**src/rtl/cla_pair_reducer_if.sv**
```systemverilog
// Valid/ready stream bundle carrying a data word and a group-end flag.
// Master drives data/valid/last; slave returns ready.
interface cla_pair_reducer_if #(
    parameter int W = 17
);
    logic [W-1:0] data;
    logic         valid;
    logic         last;
    logic         ready;

    modport master (
        output data,
        output valid,
        output last,
        input  ready
    );

    modport slave (
        input  data,
        input  valid,
        input  last,
        output ready
    );
endinterface

```
**src/rtl/cla_pair_reducer.sv**
```systemverilog
// Pairs consecutive CLA sums into the next adder-tree level.
// An odd trailing operand is forwarded zero-extended.
module cla_pair_reducer #(
    parameter int m  = 16,
    parameter int CW = 16
) (
    input  logic              clk,
    input  logic              rst,
    cla_pair_reducer_if.slave  in_if,
    cla_pair_reducer_if.master out_if,
    output logic [CW-1:0]     res_count
);

    typedef enum logic {
        IDLE,
        HOLD
    } state_t;

    localparam logic [CW-1:0] CNT_ONE = {{(CW-1){1'b0}}, 1'b1};

    state_t         state_q;
    logic [m:0]     held_q;
    logic [m+1:0]   out_data_q;
    logic           out_valid_q;
    logic           out_last_q;
    logic [CW-1:0]  cnt_q;

    logic [m:0]     in_data;
    logic [m+1:0]   sum_d;
    logic [m+1:0]   pass_d;
    logic           in_ready;
    logic           in_xfer;
    logic           out_xfer;

    assign in_data = in_if.data;

    // Only an unaccepted result stalls input; a held operand never does.
    assign in_ready = !out_valid_q || out_if.ready;
    assign in_xfer  = in_if.valid && in_ready;
    assign out_xfer = out_valid_q && out_if.ready;

    assign sum_d  = {1'b0, held_q} + {1'b0, in_data};
    assign pass_d = {1'b0, in_data};

    always_ff @(posedge clk or posedge rst) begin
        if (rst) begin
            state_q     <= IDLE;
            held_q      <= '0;
            out_data_q  <= '0;
            out_valid_q <= 1'b0;
            out_last_q  <= 1'b0;
            cnt_q       <= '0;
        end else begin
            if (out_xfer) begin
                out_valid_q <= 1'b0;
                cnt_q       <= cnt_q + CNT_ONE;
            end
            // A loaded result overrides the clear above.
            if (in_xfer) begin
                unique case (state_q)
                    IDLE: begin
                        if (in_if.last) begin
                            out_data_q  <= pass_d;
                            out_last_q  <= 1'b1;
                            out_valid_q <= 1'b1;
                        end else begin
                            held_q  <= in_data;
                            state_q <= HOLD;
                        end
                    end
                    HOLD: begin
                        out_data_q  <= sum_d;
                        out_last_q  <= in_if.last;
                        out_valid_q <= 1'b1;
                        state_q     <= IDLE;
                    end
                endcase
            end
        end
    end

    assign in_if.ready  = in_ready;
    assign out_if.data  = out_data_q;
    assign out_if.valid = out_valid_q;
    assign out_if.last  = out_last_q;
    assign res_count    = cnt_q;

endmodule

```
**src/flat_wrapper.sv**
```systemverilog
// flat-port wrapper written by rule: the top's interface ports become plain ports
module cla_pair_reducer_flat 
#(
    parameter int m  = 16,
    parameter int CW = 16
)
  (clk, rst, res_count, in_if_data, in_if_valid, in_if_last, in_if_ready, out_if_data, out_if_valid, out_if_last, out_if_ready);
  cla_pair_reducer_if #(.W(17)) in_if_i ();
  cla_pair_reducer_if #(.W(18)) out_if_i ();
  input  logic clk;
  input  logic rst;
  output logic [CW-1:0] res_count;
  input wire logic [$bits(in_if_i.data)-1:0] in_if_data;
  input wire logic [$bits(in_if_i.valid)-1:0] in_if_valid;
  input wire logic [$bits(in_if_i.last)-1:0] in_if_last;
  output wire logic [$bits(in_if_i.ready)-1:0] in_if_ready;
  output wire logic [$bits(out_if_i.data)-1:0] out_if_data;
  output wire logic [$bits(out_if_i.valid)-1:0] out_if_valid;
  output wire logic [$bits(out_if_i.last)-1:0] out_if_last;
  input wire logic [$bits(out_if_i.ready)-1:0] out_if_ready;
  assign in_if_i.data = in_if_data;
  assign in_if_i.valid = in_if_valid;
  assign in_if_i.last = in_if_last;
  assign in_if_ready = in_if_i.ready;
  assign out_if_data = out_if_i.data;
  assign out_if_valid = out_if_i.valid;
  assign out_if_last = out_if_i.last;
  assign out_if_i.ready = out_if_ready;
  cla_pair_reducer #(.m(m), .CW(CW)) u_core (.clk(clk), .rst(rst), .in_if(in_if_i), .out_if(out_if_i), .res_count(res_count));
endmodule
```
**config.mk**
```make
export PLATFORM = sky130hd
export DESIGN_NAME = cla_pair_reducer_flat
export DESIGN_NICKNAME = d
export VERILOG_FILES = /design/src/rtl/cla_pair_reducer_if.sv /design/src/rtl/cla_pair_reducer.sv /design/src/flat_wrapper.sv
export SDC_FILE = /design/constraint.sdc
export NUM_CORES = 1
export LEC_CHECK = 0
export ABC_AREA = 1
export CELL_PAD_IN_SITES_DETAIL_PLACEMENT = 1
export CELL_PAD_IN_SITES_GLOBAL_PLACEMENT = 2
export CORE_UTILIZATION = 30
export CTS_CLUSTER_SIZE = 25
export DETAILED_ROUTE_END_ITERATION = 8
export PLACE_DENSITY_LB_ADDON = 0.1
export SETUP_SLACK_MARGIN = 0.02
export SLEW_MARGIN = 5
export SYNTH_ARGS = -nofsm -noshare
export SYNTH_HDL_FRONTEND = slang
export SYNTH_SLANG_ARGS = --single-unit
```
**constraint.sdc**
```tcl
create_clock -name clk -period 2.02 [get_ports clk]
set_input_delay 0.404 -clock clk [delete_from_list [all_inputs] [get_ports clk]]
set_output_delay 0.404 -clock clk [all_outputs]
set_load 0.01 [all_outputs]
```
* Word-level counts from Yosys, hierarchy flattened
Cells that the tools add are included.
** Operators by class
- Add/subtract/negate cells :: 2
- $mul :: 0
- Div/mod/pow operators :: 0
- Magnitude comparators :: 0
- Equal/unequal tests :: 1
- Shift operators :: 0
- Multiplexer cells :: 10
- Bitwise logic cells :: 2
- Reduce and logical (&&, ||, !) cells :: 6
** Operators by type and width (count)
- $pmux 18 s2 :: 1
- $add 17x17->18 :: 1
- $mux 18 :: 1
- $add 16x1->16 const B :: 1
- $pmux 1 s2 :: 3
- $mux 1 :: 5
- $reduce_and 3->1 :: 1
- $logic_and 1x1->1 :: 2
- $ne 2x2->1 const B :: 1
- $not 1->1 :: 2
- $reduce_and 2->1 :: 1
- $logic_not 1->1 :: 1
- $logic_or 1x1->1 :: 1
** Word-level totals
- Register bits :: 54
- Bits in latches :: 0
- Bits in writable memories :: 0
- ROM bits :: 0
- Logic and storage cells :: 27
- Memories :: 0

* Depth between registers and ports, before layout
- Depth in word-level cells :: 5
- Gate-level depth with buffers :: 12

* Worst setup path after synthesis
No wires, ideal clock.
- Path kind :: in2reg
- Start :: input in_if_data[0]
- End :: register u_core.out_data_q[16], in the netlist u_core.out_if.data[16]
- Library setup time :: 0.117 ns
- Data arrival time :: 1.617 ns
- Data required time :: 1.903 ns
- Slack :: 0.286 ns
- Stages :: 12
- Buffers on the path :: 0
- Path through :: ha_1 -> fa_1 -> nand2_1 -> nand2_1 -> nand3_1 -> nand2_1 -> nand2_1 -> nand2_1 -> nand2_1 -> nand3_1 -> nand2_1 -> nand2_1
** Between the ends
- Longest elaborated chain between the ends :: 2
** Ends and longest elaborated chain
- start, declared :: line flat_wrapper.sv:13 : input wire logic [$bits(in_if_i.data)-1:0] in_if_data;
- $add 17x17->18 :: line cla_pair_reducer.sv:42 : assign sum_d = {1'b0, held_q} + {1'b0, in_data};
- $pmux 18 s2 :: line cla_pair_reducer.sv:60 : unique case (state_q)
- end signal, assigned :: line cla_pair_reducer.sv:63 : out_data_q <= pass_d;
- end signal, assigned :: line cla_pair_reducer.sv:72 : out_data_q <= sum_d;
- end, declared :: line cla_pair_reducer.sv:23 : logic [m+1:0] out_data_q;
No other way between the ends.
A chain may end at the register's enable or synchronous reset.

* Final worst setup path
- Start :: input in_if_data[13]
- End :: register u_core.out_data_q[14], in the netlist u_core.out_if.data[14]
The elaborated chain is that of the path after synthesis.

==> results.env <==
SUMMED_INSTANCE_AREA_OF_THE_SYNTHESIZED_NETLIST_UM2=3390
TIMING_HOLD_VIOLATIONS_FINAL=0
STARTPOINT_TYPE='input pin'
PATH_CLK_SLEW_PS=80
RR_STARTPOINT='u_core.held_q[0]'
PLACEDINSTANCEAREA_UM2=4390
TIMING.FINAL.MAX_SLEW_VIOLATIONS=0
WORSTPATHMAXFANOUT=5
RR_ENDPOINT='u_core.out_if.data[16]'
SYNTHESIS.INSTANCES=461
POST_SYNTHESIS_NET_COUNT=502
DIE-HEIGHT_UM=108
SYNTHESIZED_FLOP_AND_LATCH_TOTAL=54
TRITONCTS_CLOCK_TREE='done'
STATUS='finished, final reports clean'
WORSTPATHREQUIRED_PS=2220
WORST_SLEW_MARGIN_REL_PCT=59.9
VIA_PER_INST=4.64
FIRSTDRTPASSITERS=4
FINAL_COMMON_CELL='nand2_1'
FINALWORSTSETUPSLACK_PS=174
CRITPATHKIND='in2reg'
ANTENNA_CELLS=0
DIE_AREA_UM2=11700
YOSYSWARNINGCOUNT=0
REGTOREGSETUPSLACK_PS=220
FINALINSTANCEAREA_UM2=4710
ANTENNA_FOUND_INITIAL=0
INITIAL_UTILIZATION_PCT=31.0
CTSROOTBUFFERMASTER='clkbuf_16'
FRACTION_OF_FINAL_LAYOUT_CELLS_WITH_DRIVE_STRENGTH_GREATER_THAN_1_PCT=15.5
MAX_CLOCK_FREQ_GHz=0.542
HTREEDEPTH=2
HOLD_PATH.CLASS='in2async'
TOTAL_POWER_PER_UNIT_CELL_AREA_nW_PER_UM2=1030
IO-PIN-COUNT=59
PLACE_WORST_SETUP_SLACK_PS=-421
DIE_WIDTH_UM=108
WORST_R2R_PATH_DEPTH=12
CTS_BUFFERS=5
DR.FIRST_ITER.DRC_COUNT=47
ROUTABILITYCONGESTION=0.780
FINAL_PERIOD_MINUS_WORST_SETUP_SLACK_PS=1850
POWER.STATIC_LEAKAGE_nW=2.46
ANTENNA_LEFT=0
DRV_CAP=0
SYNTH.AREA.TOP_CELLS='dfrtp_1 (40%), nand2_1 (18%), inv_1 (7.9%), ha_1 (6.6%), o21ai_0 (4.6%)'
ROWS=38
ROUTEDWLPERCELL_UM=14.6
FINAL_CELLS=690
PORT-BUFFER-COUNT=58
VIA_COUNT=3199
SYNTH-SEQ-AREA-SHARE_PCT=39.9
SYNTHESIS.AREA_PER_INSTANCE_UM2=7.35
PLACED_CELLS_INCL_TAPS=682
GRT_PASS1_WL_UM=16600
POST_CTS_HOLD_BUFFER_COUNT=0
NNETSFINAL=590
RSZ0062_AT_GRT='no'
SYNTH.LIB_CELLS_USED.DISTINCT=30
MAX-CLOCK-PATH-BUFFERS=2
GRT_OVERFLOW=0
NUMBER_OF_GLOBAL_ROUTE_VIAS_BEFORE_REPAIR=3352
GRT_UTIL_ALL_LAYERS_PCT=18.5
CORE_REGION_AREA_UM2=10900
GRT_START_MAX_NET_PINS=31
SYN2LAYOUT_AREA_GROWTH_PCT=39.0
PEAKVDDDROP_mV=0.392
PERIOD_UTILIZATION_PCT=91.4
DRT_WL_TOTAL_UM=10100
MAX_SLEW.WORST_PIN.SLEW_PS=601
SETUP_VIOLATIONS=0
INSERTION_DELAY_PS=300
HPWL_REPORTED_AT_THE_END_OF_DETAILED_PLACEMENT_UM=7810
YOSYS.AREA.TOP_TYPE_SHARE_PCT=39.9
CELL_TYPE_WITH_THE_HIGHEST_AGGREGATE_AREA_IN_THE_NETLIST='dfrtp_1'
ARRIVAL_PS=2040
CLKSINKCOUNT=54
MOSTFREQUENTLAYOUTCELLS='nand2_1 (157), inv_1 (70), dfrtp_1 (54)'
FIN_WORST_SKEW_PS=8.77
CRIT_END_ELEMENT='register'
DRC_VIOLATION_COUNT_AFTER_ROUTING=0
## worst max-delay path: stages
cell             delay (ps)
clkdlybuf4s50_1         430
ha_1                    370
nand2_1                 190
inv_1                    60
nand2_1                  60
nand2_1                  50
a21oi_1                 170
nand2_1                  70
nand2_1                  60
nand3_1                  60
nand2_1                  60
nand2_1                  50
## metrics by stage
step	power [mW]	util, %	hold slack [ps]	setup TNS [ps]
floorplan	2.75	-	457	0
global placement	3.75	40.1	459	-4000
detailed placement	3.79	40.1	471	-4640
CTS	4.78	41.6	410	0
global route	5.28	43.1	439	0
finish	4.84	43.1	397	0
## cells in the mapped netlist
| library cell | number |
|---|---|
| inv_1 | 71 |
| nor2_1 | 14 |
| xnor2_1 | 10 |
| nor2_2 | 3 |
| inv_2 | 1 |
| nand3_2 | 3 |
| or2_2 | 3 |
| dfrtp_1 | 54 |
| nor3_1 | 7 |
| nand3_1 | 22 |
| nand4_1 | 3 |
| nor2_4 | 2 |
| nand2_2 | 4 |
| fa_1 | 1 |
| o21ai_1 | 1 |
| buf_2 | 6 |
| o21ai_0 | 31 |
| mux2_2 | 2 |
| o211ai_1 | 1 |
| nand2_4 | 1 |
| o31ai_1 | 1 |
| xor2_1 | 10 |
| nand2_1 | 164 |
| nand3b_1 | 2 |
| clkbuf_1 | 1 |
| clkbuf_2 | 1 |
| a21oi_1 | 22 |
| nor3_4 | 1 |
| ha_1 | 18 |
| buf_6 | 1 |
## per-layer routing
metal / vias to the layer above / GRT usage [%] / wire length, um
li1: 1607 / - / -
met1: 1548 / 24.6 / 4930
met2: 37 / 31.6 / 4810
met3: 7 / 2.89 / 247
met4: 0 / 3.86 / 82
met5: - / 0 / 0
## cell families (layout without fill, tap and decap cells)
group / after synthesis / count (layout) / synth area share (%)
buffers and inverters: 81 / 170 / 9.45
XOR/XNOR: 20 / 20 / 5.17
AND/OR/NAND/NOR: 229 / 229 / 29.2
flip-flops: 54 / 54 / 39.9
multiplexers: 2 / 2 / 0.664
AO/OA/AOI/OAI: 56 / 56 / 8.42
adder cells (fa/ha/maj): 19 / 19 / 7.24
## report_power, final
part | switching [mW] | total (mW) | internal [mW] | leakage (nW)
Clock | 0.467 | 0.945 | 0.478 | 0.0763
Combinational | 1.18 | 2.29 | 1.12 | 1.70
Sequential | 0.247 | 1.61 | 1.36 | 0.677
## how the worst max path moves through the flow
| stage | end | start | slack [ps] | depth (start not counted) |
|---|---|---|---|---|
| global placement | u_core.out_if.data[14] | in_if_data[0] | -380 | 13 |
| detailed placement | u_core.out_if.data[14] | in_if_data[0] | -420 | 13 |
| finish | u_core.out_if.data[14] | in_if_data[13] | 170 | 12 |
| floorplan | u_core.out_if.data[16] | in_if_data[0] | 290 | 12 |
| CTS | in_if_ready | out_if_ready | 30 | 4 |
| global route | u_core.out_if.data[16] | u_core.held_q[0] | 20 | 12 |
## final cells by class
| type | instances | area [um^2] |
|---|---|---|
| fillers | 1354 | 6220 |
| multi-input cells | 326 | 1870 |
| flip-flops and latches | 54 | 1350 |
| repair buffers | 90 | 887 |
| inverters | 72 | 270 |
| well taps | 140 | 175 |
| clock buffers | 5 | 125 |
| clock inverters | 3 | 28.8 |
## state kept, by name, summed over array words and instances (netlist names)
signal	cells
u_core.out_if.data	18
u_core.held_q	17
u_core.res_count	16
u_core.out_if.last	1
u_core.out_if.valid	1
u_core.state_q	1
## what timing repair did
action,4_1_cts,5_1_grt
setup endpoints to repair,9,11
pin swaps,1,0
buffers inserted,0,0
gates resized for setup,5,27
Power figures use the tool's default switching activity.
